### src/rtl/y86_alu_pkg.sv
// Shared Y86 ALU definitions: word width, condition-code bundle, result-buffer state.
package y86_alu_pkg;

   localparam int WORD_W = 64;

   typedef struct packed {
      logic zf;
      logic sf;
      logic of;
   } cc_t;

   typedef enum logic [0:0] {
      ST_EMPTY = 1'b0,
      ST_FULL  = 1'b1
   } state_e;

   // Y86 condition codes derived from a subtraction result and its overflow bit.
   function automatic cc_t cc_from_diff(input logic [WORD_W-1:0] diff, input logic ovf);
      cc_t cc;
      cc.zf = (diff == {WORD_W{1'b0}});
      cc.sf = diff[WORD_W-1];
      cc.of = ovf;
      return cc;
   endfunction

endpackage

### src/rtl/alu_subtractor_64.sv
// Combinational 64-bit two's-complement subtractor with signed-overflow detect.
module alu_subtractor_64
   import y86_alu_pkg::*;
(
   input  logic [WORD_W-1:0] a,
   input  logic [WORD_W-1:0] b,
   output logic [WORD_W-1:0] difference,
   output logic              overflow
);

   assign difference = a - b;
   // Overflow only when operand signs differ and the result sign departs from a.
   assign overflow   = (a[WORD_W-1] ^ b[WORD_W-1]) & (difference[WORD_W-1] ^ a[WORD_W-1]);

endmodule

### src/rtl/alu_sub_arbiter_64.sv
// Round-robin arbiter sharing one alu_subtractor_64 between two requesters,
// with a single tagged result buffer and per-port valid/ready handshakes.
module alu_sub_arbiter_64
   import y86_alu_pkg::*;
#(
   parameter int WIDTH = WORD_W
)
(
   input  logic             clk,
   input  logic             reset,
   input  logic             req0_valid,
   output logic             req0_ready,
   input  logic [WIDTH-1:0] req0_a,
   input  logic [WIDTH-1:0] req0_b,
   input  logic             req1_valid,
   output logic             req1_ready,
   input  logic [WIDTH-1:0] req1_a,
   input  logic [WIDTH-1:0] req1_b,
   output logic             resp0_valid,
   input  logic             resp0_ready,
   output logic [WIDTH-1:0] resp0_diff,
   output logic             resp0_of,
   output logic             resp0_zf,
   output logic             resp0_sf,
   output logic             resp1_valid,
   input  logic             resp1_ready,
   output logic [WIDTH-1:0] resp1_diff,
   output logic             resp1_of,
   output logic             resp1_zf,
   output logic             resp1_sf,
   output logic             busy
);

   state_e           state_q, state_d;
   logic             tag_q, tag_d;
   logic             last_grant_q, last_grant_d;
   logic [WIDTH-1:0] diff_q, diff_d;
   cc_t              cc_q, cc_d;

   logic             drain_s;
   logic             can_accept_s;
   logic             grant0_s;
   logic             grant1_s;
   logic             accept_s;
   logic [WIDTH-1:0] sub_a_s;
   logic [WIDTH-1:0] sub_b_s;
   logic [WIDTH-1:0] sub_diff_s;
   logic             sub_ovf_s;

   // Grant: a lone requester wins; on a tie the port not granted last wins.
   always_comb begin
      drain_s = 1'b0;
      if (state_q == ST_FULL) begin
         drain_s = tag_q ? resp1_ready : resp0_ready;
      end else begin
         drain_s = 1'b0;
      end
      can_accept_s = ~reset & ((state_q == ST_EMPTY) | drain_s);
      grant0_s     = can_accept_s & req0_valid & (~req1_valid |  last_grant_q);
      grant1_s     = can_accept_s & req1_valid & (~req0_valid | ~last_grant_q);
      accept_s     = grant0_s | grant1_s;
      sub_a_s      = grant1_s ? req1_a : req0_a;
      sub_b_s      = grant1_s ? req1_b : req0_b;
   end

   alu_subtractor_64 u_sub (
      .a          (sub_a_s),
      .b          (sub_b_s),
      .difference (sub_diff_s),
      .overflow   (sub_ovf_s)
   );

   // Buffer next state: an accept overwrites even while draining, so no bubble.
   always_comb begin
      state_d      = state_q;
      tag_d        = tag_q;
      last_grant_d = last_grant_q;
      diff_d       = diff_q;
      cc_d         = cc_q;
      if (accept_s) begin
         state_d      = ST_FULL;
         tag_d        = grant1_s;
         last_grant_d = grant1_s;
         diff_d       = sub_diff_s;
         cc_d         = cc_from_diff(sub_diff_s, sub_ovf_s);
      end else if (drain_s) begin
         state_d      = ST_EMPTY;
      end else begin
         state_d      = state_q;
      end
   end

   // State, buffer and round-robin pointer registers.
   always_ff @(posedge clk) begin
      if (reset) begin
         state_q      <= ST_EMPTY;
         tag_q        <= 1'b0;
         last_grant_q <= 1'b1;
         diff_q       <= {WIDTH{1'b0}};
         cc_q         <= '{zf: 1'b0, sf: 1'b0, of: 1'b0};
      end else begin
         state_q      <= state_d;
         tag_q        <= tag_d;
         last_grant_q <= last_grant_d;
         diff_q       <= diff_d;
         cc_q         <= cc_d;
      end
   end

   assign req0_ready  = grant0_s;
   assign req1_ready  = grant1_s;
   assign busy        = (state_q == ST_FULL);
   assign resp0_valid = (state_q == ST_FULL) & ~tag_q;
   assign resp1_valid = (state_q == ST_FULL) &  tag_q;
   assign resp0_diff  = diff_q;
   assign resp1_diff  = diff_q;
   assign resp0_zf    = cc_q.zf;
   assign resp1_zf    = cc_q.zf;
   assign resp0_sf    = cc_q.sf;
   assign resp1_sf    = cc_q.sf;
   assign resp0_of    = cc_q.of;
   assign resp1_of    = cc_q.of;

endmodule

### config.mk
export PLATFORM = sky130hd
export DESIGN_NAME = alu_sub_arbiter_64
export DESIGN_NICKNAME = d
export VERILOG_FILES = /design/src/rtl/y86_alu_pkg.sv /design/src/rtl/alu_subtractor_64.sv /design/src/rtl/alu_sub_arbiter_64.sv
export SDC_FILE = /design/constraint.sdc
export NUM_CORES = 1
export LEC_CHECK = 0
export CAP_MARGIN = 20
export CORE_AREA = 2 2 157 159
export DETAILED_ROUTE_END_ITERATION = 16
export DIE_AREA = 0 0 159 161
export GPL_ROUTABILITY_DRIVEN = 0
export PLACE_DENSITY_LB_ADDON = 0.15
export SETUP_SLACK_MARGIN = 0.4
export SLEW_MARGIN = 20
export SYNTH_ARGS = -nofsm -noshare
export SYNTH_HDL_FRONTEND = slang
export SYNTH_SLANG_ARGS = --single-unit
export TNS_END_PERCENT = 30
### constraint.sdc
create_clock -name clk -period 5.22 [get_ports clk]
set_clock_uncertainty 0.2 [all_clocks]
set_input_delay 0.783 -clock clk [delete_from_list [all_inputs] [get_ports clk]]
set_output_delay 0.783 -clock clk [all_outputs]
set_load 0.03 [all_outputs]
=== Word level (Yosys, flattened, before mapping) ===
Index checks and enable logic that the tools add are counted.

* $add $sub $neg: 1
* Multiplexer cells: 6
* Bitwise gates (word level): 20
* Reduce and logical (&&, ||, !) cells: 2

{| class="wikitable"
|+ Operators by type and width
! operator !! count
|-
| 64-bit two-way mux || 2
|-
| 64-bit logical NOT || 1
|-
| 64-bit subtractor || 1
|-
| 1-bit AND || 8
|-
| 1-bit inverter || 6
|-
| 1-bit two-way mux || 4
|-
| 1-bit OR || 4
|-
| 2-bit nonzero test || 1
|-
| 1-bit XOR || 2
|}

* Register bits: 70
* Input port bits: 262
* Output and inout port bits: 139
* Logic and storage cells: 36

=== Depth between registers and ports, before layout ===
* Depth in word-level cells: 10
* Gate-level depth with buffers: 23
* Mapped depth without buffers: 20

=== Hierarchy ===
A second synthesis with hierarchy kept.

* Cell total of the unflattened synthesis: 1130
* Area total of the unflattened synthesis: 9248.9 sq um

{| class="wikitable"
|+ Modules (own cells, without submodules)
! module !! times used !! cells an instance !! area each (sq um) !! sequential area each (sq um)
|-
| alu_sub_arbiter_64 || 1 || 466 || 5029.8 || 1381.3
|-
| alu_subtractor_64 || 1 || 664 || 4219.0 || 0.0
|}

=== Worst setup path after synthesis ===
Ideal clock, no wire load.

* Path kind: input-to-reg
* Start: input port reset
* End: register cc_q, in the netlist resp0_zf
* Library setup time: 69 ps
* Arrival: 5265 ps
* Required time: 4951 ps
* Path slack: -314 ps
* Cell stages on the path: 21
* Path buffers: 3
* Cell sequence: clkbuf_1 > a21oi_1 > nand3_1 > inv_1 > clkbuf_1 > clkbuf_1 > mux2i_1 > ha_1 > inv_1 > fa_1 > a21o_1 > a311o_1 > a21oi_4 > o21ai_1 > a311oi_2 > o221ai_1 > xor2_1 > or4_1 > nor3_1 > nand4b_1 > o21ai_1

* Cells in the longest elaborated chain, start to end: 7
* Elaborated cells on any way between the ends: 11
* Those cells by class: add/sub: 1; mux: 2; bitwise: 7; reduce/logical: 1

{| class="wikitable"
|+ Ends and longest elaborated chain
! what !! RTL line !! source
|-
| from (decl) || alu_sub_arbiter_64.sv:10 || <nowiki>input logic reset,</nowiki>
|-
| 1-bit inverter || alu_sub_arbiter_64.sv:58 || <nowiki>can_accept_s = ~reset & ((state_q == ST_EMPTY) | drain_s);</nowiki>
|-
| 1-bit AND || alu_sub_arbiter_64.sv:58 ||
|-
| 1-bit AND (2 in a row) || alu_sub_arbiter_64.sv:60 || <nowiki>grant1_s = can_accept_s & req1_valid & (~req0_valid | ~last_grant_q);</nowiki>
|-
| 64-bit two-way mux, on equally long branches || alu_sub_arbiter_64.sv:62, alu_sub_arbiter_64.sv:63 ||
|-
| 64-bit subtractor || alu_subtractor_64.sv:11 || <nowiki>assign difference = a - b;</nowiki>
|-
| 64-bit logical NOT || y86_alu_pkg.sv:20 || <nowiki>cc.zf = (diff == {WORD_W{1'b0}});</nowiki>
|-
| to (signal assigned) || alu_sub_arbiter_64.sv:100 || <nowiki>cc_q <= '{zf: 1'b0, sf: 1'b0, of: 1'b0};</nowiki>
|-
| to (decl) || alu_sub_arbiter_64.sv:38 || <nowiki>cc_t cc_q, cc_d;</nowiki>
|}

Several ways; a longest one is shown, not always the timed one.
A chain may end at the register's enable or synchronous reset.

=== Final worst setup path ===
* Start: input port resp0_ready
* End: register cc_q, in the netlist resp0_zf

* Cells in the longest elaborated chain, start to end: 9
* Elaborated cells on any way between the ends: 13
* Those cells by class: add/sub: 1; mux: 4; bitwise: 7; reduce/logical: 1

{| class="wikitable"
|+ Ends and longest elaborated chain
! what !! RTL line !! source
|-
| from (decl) || alu_sub_arbiter_64.sv:20 || <nowiki>input logic resp0_ready,</nowiki>
|-
| 1-bit two-way mux * || alu_sub_arbiter_64.sv:54 || <nowiki>drain_s = tag_q ? resp1_ready : resp0_ready;</nowiki>
|-
| 1-bit two-way mux * || alu_sub_arbiter_64.sv:53 || <nowiki>if (state_q == ST_FULL) begin</nowiki>
|-
| 1-bit OR * || alu_sub_arbiter_64.sv:58 ||
|-
| 1-bit AND * || alu_sub_arbiter_64.sv:58 ||
|-
| 1-bit AND (2 in a row) || alu_sub_arbiter_64.sv:60 ||
|-
| 64-bit two-way mux, on equally long branches || alu_sub_arbiter_64.sv:62, alu_sub_arbiter_64.sv:63 ||
|-
| 64-bit subtractor || alu_subtractor_64.sv:11 ||
|-
| 64-bit logical NOT || y86_alu_pkg.sv:20 ||
|}

Every way passes the cells marked *; elsewhere a longest branch is shown, timed or not.

==> flow_summary.yaml <==
drt:
  drc: 0
  via_per_inst: 5.21
  vias: 11500
  wl_microns: 37800
  dr.pass1.iters: 5
  first_iter_violations: 725
  wl_per_cell_microns: 17.1
  ant_nets: 0
layout:
  layout-drive-gt1-share_pct: 22.8
  final_area_sq_um: 15600
  syn2layout_area_growth_pct: 79.5
  final_cells: 2211
  layout.nets: 2210
  diodes: 0
  utilization_pct: 65.0
  fillers: 2186
clock_tree:
  numCtsBuffers: 9
  htreeDepth: 3
  cts-root-buf: "clkbuf_16"
  cts_sinks: 69
  clock_path_buffers: 2
  clock_latency_ns: 0.33
  tritoncts: "yes"
  path_clk_slew_ns: 0.05
global_routing:
  grt_max_degree: 72
  antenna_found_initial: 0
  grt_pass1_wl_microns: 57800
  grt_pass1_vias: 11100
  grtUsageTotal_pct: 27.7
  grt_overflow: 0
floorplanning:
  die_w_microns: 159
  die_h_microns: 161
  rows: 57
  initial_core_util_pct: 36.2
  core-area_sq_um: 24000
  die_area_sq_um: 25600
  io_pins: 401
power_and_ir_drop:
  peakVddDrop_mv: 0.179
  power.leakage_nw: 6.49
  power_mw: 4.00
  switching_share_pct: 42.5
  clkPwrFrac_pct: 13.6
  power.switching_mw: 1.70
  combPwrFrac_pct: 70.1
  sequentialPowerShare_pct: 16.3
  p_int_mw: 2.30
  powerDensity_nw_per_um2: 257
synth:
  synth_seq_cells: 69
  syn_nets: 1645
  synth.largest_area_cell: "dfxtp_1"
  ys_types: 64
  synthTopCellsByArea: "dfxtp_1 (16%), nand2_1 (15%), ha_1 (9.1%), a21oi_1 (8.6%), mux2i_1 (7.6%)"
  syn-instance-count: 1319
  ys_seq_area_share_pct: 15.9
  ys.flop_type: "dfxtp_1"
  yosysMostFrequentCell: "nand2_1"
  avgSynthCellArea_sq_um: 6.58
  ys_async_sr_fraction_pct: 0
  netlist.area_leader.share_pct: 15.9
  synth-warning-count: 0
  synth_area_sq_um: 8680
  synth_commonest_cells: "nand2_1 (356), a21oi_1 (149), nor2_1 (81)"
  synth_edf_count: 0
timing:
  fin_crit_sh_pct: 90.8
  slew-limit-headroom_pct: 49.0
  fmaxAchievable_mhz: 211
  setup_viol: 0
  drv_slew: 0
  worst_pin_slew_ns: 0.756
  fin_crit_ns: 4.74
  hold_ws_ns: 0.271
  grt_setup_unrepaired: "true"
  final_hold_viol_count: 0
place:
  hpwl_microns: 31800
  io_buffer_count: 400
  post_dp_cell_area_sq_um: 14500
  placed_cells: 2179
worst_setup_path:
  start_kind: "primary input"
  crit_required_ns: 5.28
  critPathKind: "in -> reg"
  setup.worst_path.end_class: "flip-flop"
  cp_max_fo: 6
  cp.arrival_ns: 4.81
outcome:
  outcome: "finished clean"
hold_path:
  hp-class: "reg -> reg"
job:
  max-cap-violations: 0
## critical path: stages
cell	delay, ns
buf_6	0.09
mux2i_4	0.17
a21oi_4	0.09
nand3_4	0.12
inv_6	0.07
buf_12	0.13
buf_12	0.14
buf_4	0.14
nand2_1	0.11
nand2_1	0.08
ha_2	0.39
nand4_1	0.17
buf_4	0.18
or2_2	0.28
nor3_1	0.28
and2_1	0.28
a21o_1	0.21
nand4_1	0.17
o311ai_4	0.13
o21ai_2	0.13
nor4_4	0.31
nand4_1	0.17
o21ai_1	0.16
## kinds of logic (layout without fill, tap and decap cells)
logic type      Yosys count  in the layout  share of synthesized area [%]
xor+xnor                 59             59                           5.95
flops                    69             69                           15.9
mux                      66             66                           7.61
compound gates          321            321                           22.4
simple gates            573            573                           28.6
fa+ha+maj                64             64                           9.31
buf+inv                 167            735                           10.2
## routing by layer
| layer | up-vias | global-route usage (%) | routed length (microns) |
|---|---|---|---|
| met5 | - | 0 | 0 |
| met4 | 0 | 6.03 | 688 |
| met3 | 50 | 4.26 | 2850 |
| met2 | 519 | 48.1 | 18100 |
| met1 | 5282 | 36.4 | 16100 |
| li1 | 5659 | - | - |
## timing repair
action                     CTS  global route
gates resized for setup     51            82
setup buffers               11             4
hold buffers                 0             0
setup endpoints to repair   22            13
cloned                       1             1
pin swaps                   28            33
## stage by stage
step / TNS (ns) / setup slack [ns]
floorplan: 0 / 0.405
global placement: -1.68 / -0.490
detailed placement: -2.06 / -0.528
CTS: 0 / 0.390
global route: 0 / 0.282
finish: 0 / 0.478
## power groups by stage
stage | combinational (mW) | clock, mW | sequential (mW)
after CTS | 2.66 | 0.554 | 0.652
final | 2.80 | 0.545 | 0.651
after global routing | 2.98 | 0.578 | 0.661
after floorplan | 1.18 | 0 | 0.763
after global placement | 2.55 | 0 | 0.661
after detailed placement | 2.57 | 0 | 0.663
## worst paths after layout
| kind | start | end | slack, ns | cells after the start |
|---|---|---|---|---|
| max reg2reg | tag_q$_SDFFE_PP0P_ | resp0_zf$_SDFFE_PP0P_ | 0.54 | 23 |
| min | resp0_diff[52]$_SDFFE_PP0P_ | resp0_diff[52]$_SDFFE_PP0P_ | 0.27 | 2 |
| max | resp0_ready | resp0_zf$_SDFFE_PP0P_ | 0.48 | 23 |
| min reg2reg | resp0_diff[52]$_SDFFE_PP0P_ | resp0_diff[52]$_SDFFE_PP0P_ | 0.27 | 2 |
## sequential cells by signal (all words and copies together), names as in the netlist
register	cells
resp0_of	1
tag_q	1
last_grant_q	1
resp0_diff	64
resp0_zf	1
busy	1
## cells in the final DEF (no fill, tap or decap), drive strengths merged, types with 10 or more instances in the layout
cell type and n:
a211oi 16, a21o 16, a21oi 151, buf 308, clkbuf 13, clkdlybuf4s50 395
dfxtp 69, ha 63, inv 14, mux2i 66, nand2 356, nand3 20
nand4 33, nor2 81, nor3 25, nor4 11, o21a 10, o21ai 64
o21bai 14, xnor2 37, xor2 22
## layout make-up
cell class | count | area (sq um) | share of cell area [%]
inverters | 14 | 57.6 | 0.369
repair buffers | 707 | 6460 | 41.4
clock inverters | 2 | 10.0 | 0.0642
clock buffers | 12 | 256 | 1.65
multi-input cells | 1083 | 7020 | 45.0
well taps | 324 | 405 | 2.60
flip-flops and latches | 69 | 1380 | 8.87
No activity file was read; power rests on OpenSTA's default activity.
